<file path="config.mk">
export PLATFORM = sky130hd
export DESIGN_NAME = lob_msg_dispatcher
export DESIGN_NICKNAME = d
export VERILOG_FILES = /design/src/rtl/lob_pkg.sv /design/src/rtl/lob_msg_fifo.sv /design/src/rtl/lob_msg_dispatcher.sv
export SDC_FILE = /design/constraint.sdc
export NUM_CORES = 1
export LEC_CHECK = 0
export CAP_MARGIN = 10
export CORE_UTILIZATION = 35
export DETAILED_ROUTE_END_ITERATION = 8
export PLACE_DENSITY = 0.65
export SLEW_MARGIN = 20
export SYNTH_ARGS = -nofsm -noshare
export SYNTH_HDL_FRONTEND = slang
export SYNTH_SLANG_ARGS = --single-unit
</file>
<file path="constraint.sdc">
create_clock -name clk -period 5.5 [get_ports clk]
set_input_delay 0.825 -clock clk [delete_from_list [all_inputs] [get_ports clk]]
set_output_delay 0.825 -clock clk [all_outputs]
set_load 0.01 [all_outputs]
</file>
<file path="src/rtl/lob_pkg.sv">
// lob_pkg: operation codes, response status codes and dispatcher FSM states
// shared by the order-book message dispatcher and its testbench.
package lob_pkg;

    typedef enum logic [2:0] {
        OP_ADD             = 3'd0,
        OP_EXECUTE         = 3'd1,
        OP_CANCEL          = 3'd2,
        OP_DELETE          = 3'd3,
        OP_BEST_LIMIT      = 3'd4,
        OP_VOLUME_AT_LIMIT = 3'd5
    } op_e;

    localparam logic [1:0] STAT_OK      = 2'b00;
    localparam logic [1:0] STAT_ILLEGAL = 2'b01;
    localparam logic [1:0] STAT_TIMEOUT = 2'b10;

    typedef enum logic [1:0] {
        S_IDLE  = 2'd0,
        S_ISSUE = 2'd1,
        S_WAIT  = 2'd2,
        S_RESP  = 2'd3
    } state_e;

endpackage

</file>
<file path="src/rtl/lob_msg_fifo.sv">
// lob_msg_fifo: message queue, DEPTH entries of WIDTH bits, no bypass.
// Ports: push/push_data in, pop/pop_data out (head), full, empty.
module lob_msg_fifo #(
    parameter int DEPTH = 4,
    parameter int WIDTH = 52
) (
    input  logic             clk,
    input  logic             rst,
    input  logic             push,
    input  logic [WIDTH-1:0] push_data,
    input  logic             pop,
    output logic [WIDTH-1:0] pop_data,
    output logic             full,
    output logic             empty
);

    localparam int AW = (DEPTH > 1) ? $clog2(DEPTH) : 1;

    logic [WIDTH-1:0] mem_q [DEPTH];
    logic [AW-1:0]    wr_ptr_q, wr_ptr_d;
    logic [AW-1:0]    rd_ptr_q, rd_ptr_d;
    logic [AW:0]      count_q, count_d;
    logic             do_push, do_pop;

    assign full     = (count_q == (AW+1)'(DEPTH));
    assign empty    = (count_q == '0);
    assign pop_data = mem_q[rd_ptr_q];

    // Power-of-two depth: pointers wrap naturally.
    always_comb begin
        do_push  = push && !full;
        do_pop   = pop && !empty;
        wr_ptr_d = wr_ptr_q + AW'(do_push);
        rd_ptr_d = rd_ptr_q + AW'(do_pop);
        count_d  = count_q + (AW+1)'(do_push) - (AW+1)'(do_pop);
    end

    always_ff @(posedge clk or negedge rst) begin
        if (!rst) begin
            wr_ptr_q <= '0;
            rd_ptr_q <= '0;
            count_q  <= '0;
        end else begin
            wr_ptr_q <= wr_ptr_d;
            rd_ptr_q <= rd_ptr_d;
            count_q  <= count_d;
        end
    end

    always_ff @(posedge clk) begin
        if (do_push) mem_q[wr_ptr_q] <= push_data;
    end

endmodule

</file>
<file path="src/rtl/lob_msg_dispatcher.sv">
// lob_msg_dispatcher: queues order-book messages, starts the engine for each
// message type, waits for done or timeout and returns one response per message.
module lob_msg_dispatcher
    import lob_pkg::*;
#(
    parameter int DATA_W     = 16,
    parameter int TYPE_W     = 3,
    parameter int N_OPS      = 6,
    parameter int FIFO_DEPTH = 4,
    parameter int TIMEOUT    = 255
) (
    input  logic                    clk,
    input  logic                    rst,
    input  logic                    in_valid,
    output logic                    in_ready,
    input  logic [TYPE_W-1:0]       in_type,
    input  logic                    in_side,
    input  logic [DATA_W-1:0]       in_id,
    input  logic [DATA_W-1:0]       in_size,
    input  logic [DATA_W-1:0]       in_limit,
    output logic [N_OPS-1:0]        op_start,
    output logic                    op_side,
    output logic [DATA_W-1:0]       op_id,
    output logic [DATA_W-1:0]       op_size,
    output logic [DATA_W-1:0]       op_limit,
    input  logic [N_OPS-1:0]        op_done,
    input  logic [N_OPS*DATA_W-1:0] op_out,
    output logic                    res_valid,
    input  logic                    res_ready,
    output logic [DATA_W-1:0]       res_data,
    output logic [1:0]              res_status,
    output logic [TYPE_W-1:0]       res_type,
    output logic                    busy
);

    localparam int MSG_W = TYPE_W + 1 + 3*DATA_W;
    localparam int TMR_W = $clog2(TIMEOUT + 1);
    localparam logic [TMR_W-1:0] TMR_LAST = TMR_W'(TIMEOUT - 1);
    localparam logic [TYPE_W:0]  N_OPS_X  = (TYPE_W+1)'(N_OPS);

    state_e            state_q, state_d;
    logic [TYPE_W-1:0] typ_q, typ_d;
    logic              side_q, side_d;
    logic [DATA_W-1:0] id_q, id_d;
    logic [DATA_W-1:0] size_q, size_d;
    logic [DATA_W-1:0] limit_q, limit_d;
    logic [TMR_W-1:0]  timer_q, timer_d;
    logic [DATA_W-1:0] res_data_q, res_data_d;
    logic [1:0]        res_status_q, res_status_d;

    logic              pop, full, empty;
    logic [MSG_W-1:0]  head;
    logic [N_OPS-1:0]  sel;
    logic [DATA_W-1:0] eng_out [N_OPS];
    logic [DATA_W-1:0] sel_out;
    logic              sel_done;
    logic              legal;

    lob_msg_fifo #(
        .DEPTH (FIFO_DEPTH),
        .WIDTH (MSG_W)
    ) u_fifo (
        .clk       (clk),
        .rst       (rst),
        .push      (in_valid),
        .push_data ({in_type, in_side, in_id, in_size, in_limit}),
        .pop       (pop),
        .pop_data  (head),
        .full      (full),
        .empty     (empty)
    );

    for (genvar k = 0; k < N_OPS; k++) begin : g_eng
        assign sel[k]      = (typ_q == TYPE_W'(k));
        assign op_start[k] = (state_q == S_ISSUE) && sel[k];
        assign eng_out[k]  = op_out[k*DATA_W +: DATA_W] & {DATA_W{sel[k]}};
    end

    // At most one slice survives the mask, so OR-ing acts as the mux.
    always_comb begin
        sel_out = '0;
        for (int k = 0; k < N_OPS; k++) sel_out = sel_out | eng_out[k];
    end

    assign sel_done = |(op_done & sel);
    assign legal    = ({1'b0, typ_q} < N_OPS_X);

    always_comb begin
        state_d      = state_q;
        typ_d        = typ_q;
        side_d       = side_q;
        id_d         = id_q;
        size_d       = size_q;
        limit_d      = limit_q;
        timer_d      = timer_q;
        res_data_d   = res_data_q;
        res_status_d = res_status_q;
        pop          = 1'b0;
        unique case (state_q)
            S_IDLE: begin
                if (!empty) begin
                    pop = 1'b1;
                    {typ_d, side_d, id_d, size_d, limit_d} = head;
                    state_d = S_ISSUE;
                end
            end
            S_ISSUE: begin
                if (legal) begin
                    timer_d = '0;
                    state_d = S_WAIT;
                end else begin
                    res_data_d   = '0;
                    res_status_d = STAT_ILLEGAL;
                    state_d      = S_RESP;
                end
            end
            S_WAIT: begin
                // Done wins over a timeout landing in the same cycle.
                if (sel_done) begin
                    res_data_d   = sel_out;
                    res_status_d = STAT_OK;
                    state_d      = S_RESP;
                end else if (timer_q == TMR_LAST) begin
                    res_data_d   = '0;
                    res_status_d = STAT_TIMEOUT;
                    state_d      = S_RESP;
                end else begin
                    timer_d = timer_q + 1'b1;
                end
            end
            S_RESP: begin
                if (res_ready) state_d = S_IDLE;
            end
            default: state_d = S_IDLE;
        endcase
    end

    always_ff @(posedge clk or negedge rst) begin
        if (!rst) begin
            state_q      <= S_IDLE;
            typ_q        <= '0;
            side_q       <= 1'b0;
            id_q         <= '0;
            size_q       <= '0;
            limit_q      <= '0;
            timer_q      <= '0;
            res_data_q   <= '0;
            res_status_q <= STAT_OK;
        end else begin
            state_q      <= state_d;
            typ_q        <= typ_d;
            side_q       <= side_d;
            id_q         <= id_d;
            size_q       <= size_d;
            limit_q      <= limit_d;
            timer_q      <= timer_d;
            res_data_q   <= res_data_d;
            res_status_q <= res_status_d;
        end
    end

    assign in_ready   = !full;
    assign op_side    = side_q;
    assign op_id      = id_q;
    assign op_size    = size_q;
    assign op_limit   = limit_q;
    assign res_valid  = (state_q == S_RESP);
    assign res_data   = res_data_q;
    assign res_status = res_status_q;
    assign res_type   = typ_q;
    assign busy       = !empty || (state_q != S_IDLE);

endmodule

</file>
Word-level counts from Yosys, hierarchy flattened
Memory sizes are Yosys's and may differ from the RTL's. A register that Yosys moved wholly into a read port is not among the register bits.
Index checks and enable logic that the tools add are counted.
W data, S select, Z words.
{ "word_totals": {"register_bits": 35, "ram_bits": 208, "memories": 1} }
{ "memory_table": {"columns": ["name", "words", "word_bits", "read_ports", "rd_clocked_by_memory_dff", "wr", "line_no", "rtl"], "rows": [
  ["u_fifo.mem_q", 4, 52, 1, 1, 1, "lob_msg_fifo.sv:19", "logic [WIDTH-1:0] mem_q [DEPTH];"]
]} }
{ "classes": {"n_addsub": 5, "order_cmp": 1, "n_eq_ne": 17, "n_mux": 22, "n_bitwise": 13, "n_reduce_logical": 22} }
{ "op_table": {"columns": ["op", "n"], "rows": [
  ["$and A16 B16 Y16", 6],
  ["$or A16 B16 Y16", 5],
  ["$mux W16", 3],
  ["$pmux W16 S2", 1],
  ["$mux W8", 3],
  ["$pmux W8 S2", 1],
  ["$mux W2", 7],
  ["$ne A2 B2 Y1 const B", 5],
  ["$eq A3 B3 Y1 const B", 3],
  ["$add A8 B1 Y8 const B", 1],
  ["$eq A8 B8 Y1 const B", 1],
  ["$logic_and A1 B1 Y1", 8],
  ["$pmux W2 S4", 1],
  ["$and A6 B6 Y6", 1],
  ["$eq A3 B2 Y1 const B", 2],
  ["$logic_not A3 Y1", 2],
  ["$reduce_and A3 Y1", 2],
  ["$reduce_or A6 Y1", 1],
  ["$mux W1", 5],
  ["$add A2 B1 Y2", 2],
  ["$eq A2 B2 Y1 const B", 2],
  ["$pmux W2 S2", 1],
  ["$reduce_and A4 Y1", 1],
  ["$reduce_bool A2 Y1", 2],
  ["other kinds (12)", 14]
]} }

Longest topological paths before layout
Gate-level depths: netlist (run 1).
{ "logic_depth": {"word_depth": 9, "ltp_mapped": 11} }

Hierarchy
A second synthesis (run 1) with hierarchy kept.
{ "unflattened": {"hier_cells": 680, "area_unflattened_um2": 12176.7} }
{ "modules_own_cells": {"columns": ["module", "n_inst", "cells_per_inst", "area_per_inst_um2", "seq_area_each_um2"], "rows": [
  ["lob_msg_fifo", 1, 303, 7962.6, 6421.2],
  ["lob_msg_dispatcher", 1, 377, 4214.0, 2001.9]
]} }

Least setup slack after synthesis (run 1)
Ideal clock, no wire load.
{ "synth_timing": {"kind": "input -> register", "start": "in in_valid", "end": "mem u_fifo.mem_q[1][0], enable pin", "setup_time_ns": 0.537, "t_arrival_ns": 4.731, "slack_ns": 0.232, "path_stages": 2, "path_buffers": 0, "cell_sequence": "nand2_1 -> nor3b_1"} }
{ "synth_via": {"elab_chain_cells": 3} }
{ "synth_rtl": {"columns": ["item", "line_no", "rtl"], "rows": [
  ["start: declaration", "lob_msg_dispatcher.sv:14", "input logic in_valid,"],
  ["$logic_and A1 B1 Y1", "lob_msg_fifo.sv:31", "do_push = push && !full;"],
  ["$mux W1", "lob_msg_fifo.sv:51", "if (do_push) mem_q[wr_ptr_q] <= push_data;"],
  ["$mux W1 (implied by the code)", "lob_msg_fifo.sv:51", null],
  ["end: declaration", "lob_msg_fifo.sv:19", null]
]} }
Every way passes these cells.

Worst setup path after layout (run 1)
{ "layout_timing": {"start": "reg typ_q[1] (netlist: res_type[1])", "end": "out op_start[2]"} }
{ "layout_via": {"elab_chain_cells": 2} }
{ "layout_rtl": {"columns": ["item", "line_no", "rtl"], "rows": [
  ["start: declaration", "lob_msg_dispatcher.sv:42", "logic [TYPE_W-1:0] typ_q, typ_d;"],
  ["start signal: assignment", "lob_msg_dispatcher.sv:151", "typ_q <= typ_d;"],
  ["$eq A3 B2 Y1", "lob_msg_dispatcher.sv:74", "assign sel[k] = (typ_q == TYPE_W'(k));"],
  ["$logic_and A1 B1 Y1", "lob_msg_dispatcher.sv:75", "assign op_start[k] = (state_q == S_ISSUE) && sel[k];"],
  ["end: declaration", "lob_msg_dispatcher.sv:21", "output logic [N_OPS-1:0] op_start,"]
]} }
Every way passes these cells.

==> impl_metrics.xml, run 1 <==
<?xml version="1.0" encoding="UTF-8"?>
<metrics>
  <group name="run_status">
    <metric name="outcome" unit="">finished clean</metric>
  </group>
  <group name="setup_path">
    <metric name="slowest_delay" unit="ns">0.93</metric>
    <metric name="path_cells" unit="">inv_1 -&gt; nor3_1 -&gt; clkdlybuf4s50_1</metric>
    <metric name="critical_path_arrival" unit="ns">2.74</metric>
    <metric name="worstSetupEndpointType" unit="">output pin</metric>
    <metric name="reg2reg_launch_point" unit="">res_type[1]</metric>
    <metric name="timing.setup.critical_path_class" unit="">reg -&gt; out</metric>
    <metric name="crit_path_top_delay_cell" unit="">sky130_fd_sc_hd__dfrtp_1</metric>
    <metric name="critical_path_source" unit="">res_type[1]</metric>
    <metric name="worstPathRequired" unit="ns">4.68</metric>
    <metric name="timing.critical_path.buf_inv" unit="">2</metric>
    <metric name="timing.critical_path.fanout_max" unit="">26</metric>
    <metric name="crit_path_start_kind" unit="">flip-flop</metric>
    <metric name="timing.critical_path.max_delay_family" unit="">buffers and inverters</metric>
  </group>
  <group name="clocking">
    <metric name="cts_setup_buffers" unit="">0</metric>
    <metric name="cts-root-to-sink-buffers" unit="">3</metric>
    <metric name="tritoncts" unit="">done</metric>
    <metric name="cts_resizes" unit="">0</metric>
    <metric name="cts-buffers-inserted" unit="">31</metric>
    <metric name="cts-root-buf" unit="">sky130_fd_sc_hd__clkbuf_16</metric>
    <metric name="clock-sinks" unit="">295</metric>
    <metric name="worstSkewPairLatency" unit="ns">0.56</metric>
    <metric name="ctsHtreeMaxLevel" unit="">1</metric>
    <metric name="clock_slew_seen_by_the_registers_of_the_worst_setup_and_hold_paths" unit="ns">0.06</metric>
    <metric name="cts.hold.buffers_added" unit="">0</metric>
  </group>
  <group name="power_and_ir_drop">
    <metric name="vdd.ir_drop.worst" unit="mV">0.377</metric>
    <metric name="power.density" unit="nW/µm²">540</metric>
    <metric name="total_power" unit="mW">8.65</metric>
    <metric name="power.static_leakage" unit="nW">5.73</metric>
  </group>
  <group name="timing">
    <metric name="setup_viol_count_final" unit="">0</metric>
    <metric name="hold_viol" unit="">0</metric>
    <metric name="clock-skew-final" unit="ns">0.0154</metric>
    <metric name="finalWorstSetupSlack" unit="ns">1.93</metric>
    <metric name="timing.hold.ws" unit="ns">0.257</metric>
    <metric name="timing.max_slew.rel_slack" unit="%">40.3</metric>
    <metric name="final.min_clock_period" unit="ns">3.57</metric>
    <metric name="achievable-frequency" unit="MHz">281</metric>
    <metric name="timing.final.crit_share" unit="%">64.8</metric>
    <metric name="max_slew.worst_pin.slew" unit="ns">0.896</metric>
    <metric name="rsz0062_at_grt" unit="">false</metric>
    <metric name="fin_tns_setup" unit="ns">0</metric>
    <metric name="timing_max_transition_violations_final" unit="">0</metric>
  </group>
  <group name="hold_path">
    <metric name="hold_path_class" unit="">in -&gt; async</metric>
  </group>
  <group name="place">
    <metric name="io_buffer_count" unit="">236</metric>
    <metric name="placed_cells_incl_taps" unit="">1336</metric>
    <metric name="worst_setup_slack_post_dpl" unit="ns">2.17</metric>
    <metric name="hpwl" unit="µm">18600</metric>
    <metric name="gpl_congestion" unit="">0.883</metric>
    <metric name="placed_cell_area" unit="µm²">14900</metric>
  </group>
  <group name="final_layout">
    <metric name="final_net_count" unit="">1091</metric>
    <metric name="postLayoutCoreUtil" unit="%">47.5</metric>
    <metric name="syn2layout_area_growth" unit="%">32.6</metric>
    <metric name="fillers" unit="">2891</metric>
    <metric name="layout-drive-gt1-share" unit="%">19.9</metric>
    <metric name="fin_area" unit="µm²">16000</metric>
    <metric name="layoutNonFillerInstCount" unit="">1396</metric>
  </group>
  <group name="routing">
    <metric name="detail_route.wirelength" unit="µm">28100</metric>
    <metric name="route.detailed.drc" unit="">0</metric>
    <metric name="avgRoutedWirePerCell" unit="µm">20.1</metric>
    <metric name="detail-route-antenna-nets" unit="">0</metric>
    <metric name="first_pass_iters" unit="">4</metric>
    <metric name="via_count" unit="">7009</metric>
    <metric name="avgViaCountPerCell" unit="">5.02</metric>
    <metric name="drtIter0Drc" unit="">384</metric>
  </group>
  <group name="yosys">
    <metric name="synthDistinctLibCells" unit="">52</metric>
    <metric name="synthFlopType" unit="">sky130_fd_sc_hd__edfxtp_1</metric>
    <metric name="synth_edf_count" unit="">208</metric>
    <metric name="netlist_instances" unit="">679</metric>
    <metric name="synth.net_count" unit="">849</metric>
    <metric name="synth.yosys.seq_area_share" unit="%">69.7</metric>
    <metric name="avgSynthCellArea" unit="µm²">17.8</metric>
    <metric name="synth.ff_latch_count" unit="">295</metric>
    <metric name="mappedNetlistArea" unit="µm²">12100</metric>
    <metric name="ys.warnings.count" unit="">0</metric>
    <metric name="ys_async_sr_fraction" unit="%">29.5</metric>
  </group>
  <group name="floorplan">
    <metric name="floorplan.core_area" unit="µm²">33800</metric>
    <metric name="effective_utilization_at_floorplan" unit="%">35.8</metric>
    <metric name="floorplan.die_area" unit="µm²">35300</metric>
    <metric name="num_io_pins" unit="">237</metric>
    <metric name="std_cell_rows" unit="">67</metric>
    <metric name="die_x" unit="µm">188</metric>
    <metric name="dieHeight" unit="µm">188</metric>
  </group>
  <group name="grt">
    <metric name="grt.total_usage" unit="%">15.8</metric>
    <metric name="grt-ovfl-total" unit="">0</metric>
    <metric name="grt_antenna_before_repair" unit="">1</metric>
    <metric name="grt_pass1_wl" unit="µm">42800</metric>
    <metric name="first_global_vias" unit="">7392</metric>
    <metric name="grt_max_degree" unit="">54</metric>
  </group>
  <group name="flow_run">
    <metric name="number_of_violations_of_the_max_capacitance_limit" unit="">0</metric>
  </group>
</metrics>
registers in the layout, summed over array words and instances, names as in the netlist, 3 cells and up:
signal and cells:
op_id 16, timer_q 8, u_fifo.mem_q 208, u_fifo.count_q 3, op_limit 16, res_data 16, op_size 16, res_type 3
cell type report:
type | instances | area, µm² | share of cell area (%)
clock buffers | 47 | 926 | 5.78
multi-input cells | 332 | 3450 | 21.5
diodes | 2 | 5.00 | 0.0312
inverters | 14 | 52.6 | 0.328
flip-flops and latches | 295 | 8430 | 52.6
clock inverters | 11 | 168 | 1.05
repair buffers | 247 | 2440 | 15.2
well taps | 448 | 561 | 3.50
layout by cell type (no fill, tap or decap), drive strengths merged, types with 3 or more instances in the layout:
cell           Yosys  final
nand2             29     29
clkdlybuf4s50      0    235
o21ai              6      6
nor4               3      3
mux2              61     61
a221oi             5      5
buf               23     12
nand3              8      8
dfrtp             87     87
o211ai             3      3
mux2i             29     29
a211o              3      3
nand2b             3      3
nand4              3      3
a21oi             22     22
ha                11     11
o221ai             9      9
clkbuf            15     47
mux4              53     53
a22o              16     16
nor3              11     11
bufinv             0      4
nor2              25     25
edfxtp           208    208
clkinv             0      6
inv               14     15
a22oi              3      3
cells by family after synthesis:
kind of cell    after synthesis  share of synthesized area [%]
compound gates               81                           5.12
simple gates                 92                           3.61
buf+inv                      52                           2.02
mux                         143                           18.0
flops                       295                           69.7
fa+ha+maj                    12                           1.30
xor+xnor                      4                          0.290
routing by layer:
metal,global-route usage [%],up-vias,share of wire (%)
li1,-,3179,-
met1,18.8,3517,40
met2,27.9,272,49
met3,4.51,41,8.0
met4,4.50,0,2.8
met5,0,-,0
final timing paths:
kind | to | slack, ns | cells past startpoint
setup / recovery | op_start[2] | 1.93 | 3
setup reg to reg | res_data[8] | 2.62 | 5
max in group asynchronous | u_fifo.rd_ptr_q[0] | 4.05 | 2
hold reg to reg | res_data[2] | 0.50 | 1
min in group clk | res_data[2] | 0.50 | 1
hold / removal | res_data[12] | 0.26 | 1
Yosys cell counts (2+ instances only):
cell type,instances,area (µm²)
sky130_fd_sc_hd__a211o_1,3,26.3
sky130_fd_sc_hd__nand3_1,8,40.0
sky130_fd_sc_hd__a22o_1,16,140
sky130_fd_sc_hd__nor3b_1,2,15.0
sky130_fd_sc_hd__nor2_1,25,93.8
sky130_fd_sc_hd__a221oi_1,5,43.8
sky130_fd_sc_hd__nand4_1,3,18.8
sky130_fd_sc_hd__mux2i_1,29,290
sky130_fd_sc_hd__buf_6,3,33.8
sky130_fd_sc_hd__and3_1,2,12.5
sky130_fd_sc_hd__or3_1,2,12.5
sky130_fd_sc_hd__o32a_1,2,20.0
sky130_fd_sc_hd__o21ai_0,5,25.0
sky130_fd_sc_hd__edfxtp_1,208,6250
sky130_fd_sc_hd__nor3_1,10,50.1
sky130_fd_sc_hd__o221ai_1,9,78.8
sky130_fd_sc_hd__a31oi_1,2,12.5
sky130_fd_sc_hd__ha_1,11,138
sky130_fd_sc_hd__a22oi_1,3,22.5
sky130_fd_sc_hd__buf_1,2,7.51
sky130_fd_sc_hd__xnor2_1,2,17.5
sky130_fd_sc_hd__buf_2,17,85.1
sky130_fd_sc_hd__nand2_1,29,109
sky130_fd_sc_hd__mux2_2,61,687
sky130_fd_sc_hd__dfrtp_1,87,2180
sky130_fd_sc_hd__inv_1,14,52.6
sky130_fd_sc_hd__nand2b_1,3,18.8
sky130_fd_sc_hd__xor2_1,2,17.5
sky130_fd_sc_hd__and4_1,2,17.5
sky130_fd_sc_hd__nor4_1,3,18.8
sky130_fd_sc_hd__o211ai_1,3,22.5
sky130_fd_sc_hd__clkbuf_1,14,52.6
sky130_fd_sc_hd__a21oi_1,21,105
sky130_fd_sc_hd__mux4_2,53,1190
power breakdown:
| part | leakage (nW) | switching, mW | internal, mW |
|---|---|---|---|
| Sequential | 2.97 | 0.318 | 3.03 |
| Combinational | 2.22 | 1.52 | 1.61 |
| Clock | 0.540 | 0.820 | 1.35 |
| Total | 5.73 | 2.66 | 5.99 |
Note: power is estimated with default switching activity, not from simulation.
==> inputs of run 2 (changes only) <==
- clock period: 5.5 -> 3.5 ns (I/O delays scaled with it)
==> impl_metrics.xml, run 2 (synthesis results as in run 1) <==
<?xml version="1.0" encoding="UTF-8"?>
<metrics>
  <group name="run_status">
    <metric name="outcome" unit="">finished clean</metric>
  </group>
  <group name="floorplan">
    <metric name="effective_utilization_at_floorplan" unit="%">35.8</metric>
    <metric name="dieHeight" unit="µm">188</metric>
    <metric name="die_x" unit="µm">188</metric>
    <metric name="std_cell_rows" unit="">67</metric>
    <metric name="floorplan.die_area" unit="µm²">35300</metric>
    <metric name="floorplan.core_area" unit="µm²">33800</metric>
    <metric name="num_io_pins" unit="">237</metric>
  </group>
  <group name="timing">
    <metric name="timing_max_transition_violations_final" unit="">0</metric>
    <metric name="timing.final.crit_share" unit="%">84.5</metric>
    <metric name="final.min_clock_period" unit="ns">2.96</metric>
    <metric name="rsz0062_at_grt" unit="">false</metric>
    <metric name="setup_viol_count_final" unit="">0</metric>
    <metric name="finalWorstSetupSlack" unit="ns">0.543</metric>
    <metric name="max_slew.worst_pin.slew" unit="ns">0.797</metric>
    <metric name="timing.max_slew.rel_slack" unit="%">46.9</metric>
    <metric name="clock-skew-final" unit="ns">0.0273</metric>
    <metric name="fin_tns_setup" unit="ns">0</metric>
    <metric name="hold_viol" unit="">0</metric>
    <metric name="achievable-frequency" unit="MHz">338</metric>
  </group>
  <group name="grt">
    <metric name="grt_max_degree" unit="">53</metric>
    <metric name="first_global_vias" unit="">7532</metric>
    <metric name="grt_pass1_wl" unit="µm">43800</metric>
    <metric name="grt_antenna_before_repair" unit="">1</metric>
    <metric name="grt-ovfl-total" unit="">0</metric>
    <metric name="grt.total_usage" unit="%">16.2</metric>
  </group>
  <group name="setup_path">
    <metric name="crit_path_top_delay_cell" unit="">sky130_fd_sc_hd__dfrtp_1</metric>
    <metric name="timing.critical_path.fanout_max" unit="">9</metric>
    <metric name="critical_path_arrival" unit="ns">2.43</metric>
    <metric name="slowest_delay" unit="ns">0.58</metric>
    <metric name="timing.setup.critical_path_class" unit="">reg -&gt; out</metric>
    <metric name="crit_path_start_kind" unit="">flip-flop</metric>
    <metric name="path_cells" unit="">nor3b_1 -&gt; and2_1 -&gt; clkdlybuf4s50_1</metric>
    <metric name="worstSetupEndpointType" unit="">output pin</metric>
    <metric name="worstPathRequired" unit="ns">2.97</metric>
  </group>
  <group name="clocking">
    <metric name="ctsHtreeMaxLevel" unit="">1</metric>
    <metric name="cts-root-buf" unit="">sky130_fd_sc_hd__clkbuf_16</metric>
    <metric name="clock_slew_seen_by_the_registers_of_the_worst_setup_and_hold_paths" unit="ns">0.07</metric>
    <metric name="cts.hold.buffers_added" unit="">0</metric>
    <metric name="clock-sinks" unit="">295</metric>
    <metric name="cts-root-to-sink-buffers" unit="">3</metric>
    <metric name="cts-buffers-inserted" unit="">30</metric>
    <metric name="cts_resizes" unit="">0</metric>
    <metric name="worstSkewPairLatency" unit="ns">0.56</metric>
    <metric name="cts_setup_buffers" unit="">0</metric>
    <metric name="tritoncts" unit="">done</metric>
  </group>
  <group name="final_layout">
    <metric name="final_net_count" unit="">1093</metric>
    <metric name="layout-drive-gt1-share" unit="%">20.6</metric>
    <metric name="highest_count_cells_in_the_layout_ignoring_fill_and_taps" unit="">sky130_fd_sc_hd__clkdlybuf4s50_1, sky130_fd_sc_hd__edfxtp_1, sky130_fd_sc_hd__dfrtp_1</metric>
    <metric name="fin_area" unit="µm²">16100</metric>
    <metric name="largest_register" unit="">u_fifo.mem_q</metric>
    <metric name="layout.cells.most_common" unit="">sky130_fd_sc_hd__clkdlybuf4s50_1</metric>
    <metric name="syn2layout_area_growth" unit="%">33.4</metric>
    <metric name="largest_register_ff_count" unit="">208</metric>
  </group>
  <group name="routing">
    <metric name="first_pass_iters" unit="">6</metric>
    <metric name="drtIter0Drc" unit="">326</metric>
    <metric name="via_count" unit="">7051</metric>
    <metric name="avgViaCountPerCell" unit="">5.05</metric>
    <metric name="detail_route.wirelength" unit="µm">28600</metric>
    <metric name="route.detailed.drc" unit="">0</metric>
    <metric name="avgRoutedWirePerCell" unit="µm">20.5</metric>
    <metric name="detail-route-antenna-nets" unit="">0</metric>
  </group>
  <group name="place">
    <metric name="io_buffer_count" unit="">236</metric>
    <metric name="gpl_congestion" unit="">0.918</metric>
    <metric name="hpwl" unit="µm">18400</metric>
    <metric name="placed_cell_area" unit="µm²">15100</metric>
    <metric name="worst_setup_slack_post_dpl" unit="ns">0.989</metric>
  </group>
  <group name="power_and_ir_drop">
    <metric name="vdd.ir_drop.worst" unit="mV">0.476</metric>
    <metric name="power.static_leakage" unit="nW">5.75</metric>
    <metric name="power.density" unit="nW/µm²">850</metric>
  </group>
  <group name="flow_run">
    <metric name="number_of_violations_of_the_max_capacitance_limit" unit="">0</metric>
  </group>
  <group name="hold_path">
    <metric name="hold_path_class" unit="">in -&gt; async</metric>
  </group>
</metrics>
-- run 2: changes by cell type in the layout (fill, tap and decap cells not counted), sizes merged --
cell,before,now
clkinvlp,0,5
buf,12,15
diode,2,1
clkbuf,47,37
inv,15,17
clkinv,6,7
-- run 2: per-layer routing --
| metal | global-route usage [%] | wire length, µm | vias to the layer above | share of wire [%] |
|---|---|---|---|---|
| li1 | - | - | 3186 | - |
| met1 | 19.7 | 11800 | 3525 | 41 |
| met2 | 28.2 | 13800 | 281 | 48 |
| met3 | 3.69 | 2040 | 59 | 7.1 |
| met4 | 5.66 | 990 | 0 | 3.5 |
| met5 | 0 | 0 | - | 0 |
-- run 2: where the power goes --
part | total, mW | internal, mW | switching [mW] | leakage, nW
clock network | 3.35 | 2.01 | 1.34 | 0.509
logic | 5.06 | 2.63 | 2.42 | 2.26
registers | 5.29 | 4.76 | 0.536 | 2.97
-- run 2: worst max-delay path, delay by kind of cell, from the launching register on --
kind | cells | cell delay (ns)
flops | 1 | 0.58
buf+inv | 1 | 0.54
simple gates | 2 | 0.75
-- run 2: worst paths after layout --
kind                                     from  depth (start not counted)  slack, ns                 end
setup / recovery                  res_type[2]                          3       0.54         op_start[4]
hold / removal                            rst                          1       0.02          op_size[2]
setup reg to reg                  res_type[2]                          7       1.07        res_data[13]
hold reg to reg            u_fifo.rd_ptr_q[1]                          1       0.50  u_fifo.rd_ptr_q[1]
max in group asynchronous                 rst                          2       2.77  u_fifo.rd_ptr_q[0]
min in group clk           u_fifo.rd_ptr_q[1]                          1       0.50  u_fifo.rd_ptr_q[1]
-- run 2: cell type report --
cell class | count | area [µm²]
Timing Repair Buffer | 250 | 2550
Clock inverter | 19 | 225
Inverter | 14 | 52.6
Clock buffer | 37 | 838
Tap cell | 448 | 561
Sequential cell | 295 | 8430
Fill cell | 2871 | 17700
Antenna cell | 1 | 2.50
Multi-Input combinational cell | 332 | 3460
-- run 2: per-stage QoR --
stage / std cells / utilization [%] / total power [mW] / hold slack [ns]
after global placement: 1339 / 44.6 / 10.4 / 0.478
after CTS: 1395 / 47.7 / 13.9 / 0.0406
after floorplan: 679 / - / 8.39 / 0.229
final: 1396 / 47.7 / 13.7 / 0.0237
after global routing: 1395 / 47.7 / 14.4 / 0.0640
after detailed placement: 1339 / 44.6 / 10.5 / 0.490
